==> src/rtl/fila_drain.sv <==
// Drain controller for the fila queue: pops one byte at a time and offers it on valid/ready.
// Latency: first byte is valid POP_LATENCY+1 edges after the dequeue pulse; pops repeat every POP_LATENCY+2 cycles.
// Backpressure: a held byte blocks further pops until ready_in accepts it, so nothing is dropped.
module fila_drain #(
    parameter int DATA_W      = 8,
    parameter int LEN_W       = 8,
    parameter int POP_LATENCY = 1
) (
    input  logic              clk_10KHz,
    input  logic              reset,
    input  logic [LEN_W-1:0]  len_in,
    input  logic [DATA_W-1:0] data_in,
    output logic              dequeue_out,
    output logic [DATA_W-1:0] data_out,
    output logic              valid_out,
    input  logic              ready_in,
    output logic [LEN_W-1:0]  count_out
);

    typedef enum logic [1:0] {
        IDLE = 2'd0,
        POP  = 2'd1,
        WAIT = 2'd2,
        HOLD = 2'd3
    } state_t;

    localparam logic [1:0] WAIT_INIT = 2'(POP_LATENCY - 1);

    state_t            state, state_nxt;
    logic [1:0]        wait_cnt, wait_nxt;
    logic              deq_nxt;
    logic [DATA_W-1:0] data_nxt;
    logic              vld_nxt;
    logic [LEN_W-1:0]  cnt_nxt;

    always_ff @(posedge clk_10KHz) begin
        if (reset) begin
            state       <= IDLE;
            wait_cnt    <= 2'd0;
            dequeue_out <= 1'b0;
            data_out    <= '0;
            valid_out   <= 1'b0;
            count_out   <= '0;
        end else begin
            state       <= state_nxt;
            wait_cnt    <= wait_nxt;
            dequeue_out <= deq_nxt;
            data_out    <= data_nxt;
            valid_out   <= vld_nxt;
            count_out   <= cnt_nxt;
        end
    end

    // dequeue_out is registered, so it is raised on the edge that enters POP.
    always_comb begin
        state_nxt = state;
        wait_nxt  = wait_cnt;
        deq_nxt   = 1'b0;
        data_nxt  = data_out;
        vld_nxt   = valid_out;
        cnt_nxt   = count_out;
        case (state)
            IDLE: begin
                if (len_in != '0) begin
                    state_nxt = POP;
                    deq_nxt   = 1'b1;
                end
            end
            POP: begin
                wait_nxt  = WAIT_INIT;
                state_nxt = WAIT;
            end
            WAIT: begin
                // len_in is still settling here; only the latency counter matters.
                if (wait_cnt == 2'd0) begin
                    data_nxt  = data_in;
                    vld_nxt   = 1'b1;
                    state_nxt = HOLD;
                end else begin
                    wait_nxt = wait_cnt - 2'd1;
                end
            end
            HOLD: begin
                if (ready_in) begin
                    vld_nxt = 1'b0;
                    cnt_nxt = count_out + LEN_W'(1);
                    if (len_in != '0) begin
                        state_nxt = POP;
                        deq_nxt   = 1'b1;
                    end else begin
                        state_nxt = IDLE;
                    end
                end
            end
            default: state_nxt = IDLE;
        endcase
    end

endmodule

==> config.mk <==
export PLATFORM = sky130hd
export DESIGN_NAME = fila_drain
export DESIGN_NICKNAME = d
export VERILOG_FILES = /design/src/rtl/fila_drain.sv
export SDC_FILE = /design/constraint.sdc
export NUM_CORES = 1
export LEC_CHECK = 0
export CORE_AREA = 2 2 55 57
export DETAILED_ROUTE_END_ITERATION = 8
export DIE_AREA = 0 0 57 59
export PLACE_DENSITY = 0.71
export SYNTH_ARGS = -nofsm -noshare
export SYNTH_HDL_FRONTEND = slang
export SYNTH_SLANG_ARGS = --single-unit
==> constraint.sdc <==
create_clock -name clk_10KHz -period 1.4 [get_ports clk_10KHz]
set_clock_uncertainty 0.15 [all_clocks]
set_input_delay 0.28 -clock clk_10KHz [delete_from_list [all_inputs] [get_ports clk_10KHz]]
set_output_delay 0.28 -clock clk_10KHz [all_outputs]
set_load 0.1 [all_outputs]
After elaboration in Yosys (flattened, before gate mapping) --
Index checks and enable logic that the tools add are counted.
Operators by class: add/subtract/negate cells 2, equality and inequality tests 7, muxes and demuxes 13, reduce and logical (&&, ||, !) cells 10
Operator list (count):
- adder 8 x 1 -> 8 bit, second input constant | 1
- two-way mux 2 bit | 4
- inequality test 2 bit, second input constant | 4
- case mux 2 bit (4 select lines) | 1
- nonzero test 8 bit | 1
- AND reduction 2 bit | 3
- AND reduction 3 bit | 2
- two-way mux 1 bit | 5
- equality test 2 bit, second input constant | 2
- zero test 2 bit | 2
- case mux 1 bit (2 select lines) | 2
- case mux 2 bit (2 select lines) | 1
- nonzero test 2 bit | 2
- equality test 2 x 1 -> 1 bit, second input constant | 1
- subtractor 2 x 1 -> 2 bit, second input constant | 1
Word-level totals: bits in registers 22, output and inout port bits 18, logic and storage cells 38

Depth between registers and ports, before layout --
Gate-level depths: netlist (run 1).
depth in word-level cells 4, gate-level depth with buffers 7

Worst setup path before layout (run 1) --
Ideal clock, no wire load.
path kind register to register, start point reg count_out[2], end point reg count_out[5], library setup time 0.067 ns, data arrival time 1.764 ns, path slack -0.581 ns, stages on the path, launching flop included 5, buffers on the path 0, clock period less this slack 1.981 ns, cells stage by stage dfxtp_1 > and4_1 > nand4_1 > xor2_1 > nor2_1
Between the ends: cells in the longest elaborated chain, start to end 1
RTL lines:
- start: declaration | line 17 | output logic [LEN_W-1:0] count_out
- start signal: assignment | line 50 | count_out <= cnt_nxt;
- adder 8 x 1 -> 8 bit | line 86 | cnt_nxt = count_out + LEN_W'(1);
Every way passes these cells. A chain may end at the register's enable or synchronous reset.

Worst setup path after layout (run 1) --
start point reg state[0], end point reg count_out[6]
Between the ends: cells in the longest elaborated chain, start to end 2
RTL lines:
- start: declaration | line 29 | state_t state, state_nxt;
- start signal: assignment | line 45 | state <= state_nxt;
- equality test 2 bit | line 62 | case (state)
- AND reduction 2 bit (no source line)
Every way passes these cells.

==> results of run 1 <==
-- critical path: stages, from the launching register on --
cell and delay [ns]:
dfxtp_4 0.40, ha_4 0.16, and4_4 0.23, nand4_1 0.12
xor2_1 0.19, nor2_1 0.06
-- repair_timing --
item                       CTS  global route
buffers inserted             2             4
setup endpoints to repair   19            17
pin swaps                    6            15
gates resized for setup     20            17
-- report_power, final --
part / switching [mW] / internal [mW] / total (mW)
combinational: 0.968 / 0.673 / 1.64
clock: 0.197 / 0.105 / 0.302
sequential: 0.135 / 0.740 / 0.875
total: 1.30 / 1.52 / 2.82
-- placed cells by master, fill, tap and decap left out, types with 2 or more instances in the layout --
master,netlist,layout
xor2_1,6,6
buf_4,0,16
clkdlybuf4s50_1,0,10
clkbuf_4,0,3
dfxtp_2,0,6
nor4_4,2,2
a21oi_1,11,9
ha_1,7,2
nand4_1,5,5
dlygate4sd2_1,0,7
inv_2,0,3
dfxtp_1,22,9
nand2_1,20,20
buf_6,0,2
ha_4,0,2
buf_12,0,18
nor2_1,14,13
ha_2,0,3
a21oi_2,1,3
dfxtp_4,0,7
-- layout make-up --
class | count | share of cell area
clock buffers | 3 | 0.0120
clock inverters | 1 | 0.00199
inverters | 5 | 0.0113
multi-input cells | 84 | 0.343
flip-flops and latches | 22 | 0.252
well taps | 31 | 0.0206
repair buffers | 54 | 0.359
-- metal layers --
layer	GRT usage	wire length (um)
met1	0.171	1030
met2	0.287	1400
met3	0.0262	124
met4	0.106	76
met5	0	0
-- worst max path at each step --
| stage | start | end | slack (ns) | cells past startpoint |
|---|---|---|---|---|
| after CTS | state[1]$_SDFFE_PP0P_ | count_out[6]$_SDFFE_PP0P_ | -0.04 | 5 |
| after floorplan | count_out[2]$_SDFFE_PP0P_ | count_out[7]$_SDFFE_PP0P_ | -0.007 | 4 |
| after global routing | state[1]$_SDFFE_PP0P_ | state[0]$_SDFFE_PP0P_ | -0.09 | 6 |
| after detailed placement | len_in[7] | state[0]$_SDFFE_PP0P_ | -0.45 | 5 |
| final | state[0]$_SDFFE_PP0P_ | count_out[6]$_SDFFE_PP0P_ | -0.007 | 5 |
| after global placement | len_in[1] | state[0]$_SDFFE_PP0P_ | -0.38 | 5 |
-- cell families after synthesis --
group,Yosys count,synth area share
buffers and inverters,9,0.0353
adders and majority gates,7,0.0853
DFF,22,0.429
muxes,1,0.00974
AOI/OAI and AO/OA,20,0.119
xor gates and xnor gates,7,0.0597
and+or+nand+nor,49,0.262
-- state kept, by name (all words and copies together), names as in the netlist --
signal,flops
count_out,8
valid_out,1
dequeue_out,1
data_out,8
wait_cnt,2
state,2
-- through the flow --
stage | util | total power, mW | std cells | setup TNS (ns)
finish | 0.695 | 2.82 | 200 | -0.0114
global route | 0.695 | 2.94 | 200 | -0.458
CTS | 0.663 | 2.69 | 196 | -0.0584
detailed placement | 0.635 | 2.35 | 190 | -2.89
global placement | 0.635 | 2.32 | 190 | -2.37
floorplan | - | 1.77 | 115 | -0.0142
==> reports/metrics.cfg, run 1 <==
[sta]
finalCritPeriodShare = 1.00
worstMarginPinSlew_ns = 0.307
relSlewSlack = 0.794
hold_viol_final = 0
setup_viol = 2
whs_ns = 0.285
drv_slew = 0
worst_slack_ns = -0.00698
rsz0062_at_grt = yes
fmax_mhz = 711
period_minus_slack_ns = 1.41

[clock_tree]
htree_num_levels = 1
cts_root_buf = clkbuf_4
cts_sinks = 22
cts_tree = done
clkSlewWorstSetupHoldPaths_ns = 0.12
cts_hold_repair.buffers = 0
cts_buffer_depth = 2
clk_latency_ns = 0.31
cts_made_buffers = 3

[power_and_ir_drop]
ir_worst_vdd_uv = 1250
p_leak_nw = 0.742
power_density_nw_per_um2 = 1500

[routing]
dr.pass1.iters = 4
vias = 1020
via_per_inst = 5.10
route.detailed.drc = 0
drtAntennaViolNets = 0
avgRoutedWirePerCell_um = 13.1
wirelength_um = 2630
drtIter0Drc = 29

[global_routing]
grt_pass1_wl_um = 4190
antenna_found_initial = 0
overflow = 0
grt_pass1_vias = 1012
grt_max_degree = 13
grt_usage = 0.159

[layout]
multi_input_area_um2 = 646
drive_gt1_frac = 0.450
fillers = 217
fin_area_um2 = 1880
areaGrowthSynthToFinish_pct = 83.3
seqCellArea_um2 = 474
n_antenna_cell = 0
finalNetCount = 196

[yosys]
syn_avg_cell_area_um2 = 8.93
synth.distinct_cells = 29
yosysWarningCount = 0
ys_top_cells_by_area = dfxtp_1 (43%), ha_1 (8.5%), nand2_1 (7.3%)
synth_area_leader_cell = dfxtp_1
synth_edf_count = 0
yosys_most_used_dff = dfxtp_1
ys_ff_latch = 22
yosysSeqAreaShare = 0.429
synth_most_common_cell = dfxtp_1
synthTopCellsByCount = dfxtp_1 (22), nand2_1 (20), nor2_1 (14), a21oi_1 (11), ha_1 (7)
netlist_area_um2 = 1030
synth_cells = 115
syn_nets = 141
async_flop_share = 0
synth_top_cell_area_share = 0.429

[worst_setup_path]
cp_max_fo = 5
worstSetupStartpointType = flop
r2r_cells = 5
r2r_slack_ns = -0.007
cp.arrival_ns = 1.48
timing.rr.start = state[0]$_SDFFE_PP0P_
r2r-end = count_out[6]$_SDFFE_PP0P_
worstSetupPathType = reg -> reg
required_ns = 1.48
crit_path_end_kind = flop

[floorplanning]
chipWidth_um = 57
start_util = 0.379
dieArea_um2 = 3360
rows = 19
die_y_um = 59
coreArea_um2 = 2710
pin_count = 37

[hold_path]
holdPathEnd = dequeue_out$_SDFF_PP0_
min_path_type = in -> reg
hp-start = len_in[1]
holdPathStages = 4

[run_status]
outcome = finished with violations
violations = setup timing

[placed_design]
pre_cts_ws_ns = -0.450
routabilityCongestion = 0.884
dpl.hpwl_um = 1890
io_buffers = 36
post_dp_cell_area_um2 = 1720

[flow_run]
drv_cap = 0

Note: power is estimated with default switching activity, not from simulation.
==> inputs of run 2 (changes only) <==
Settings changed: CTS_CLUSTER_SIZE from default to 16, GPL_ROUTABILITY_DRIVEN from default to 0, RECOVER_POWER from default to 100.
==> results of run 2 <==
No change in the layout: final DEF, timing and power equal those of run 1.
==> inputs of run 3 (changes only) <==
Settings changed: SLEW_MARGIN from default to 40.
==> results of run 3 <==
No change in the layout: final DEF, timing and power equal those of run 1.
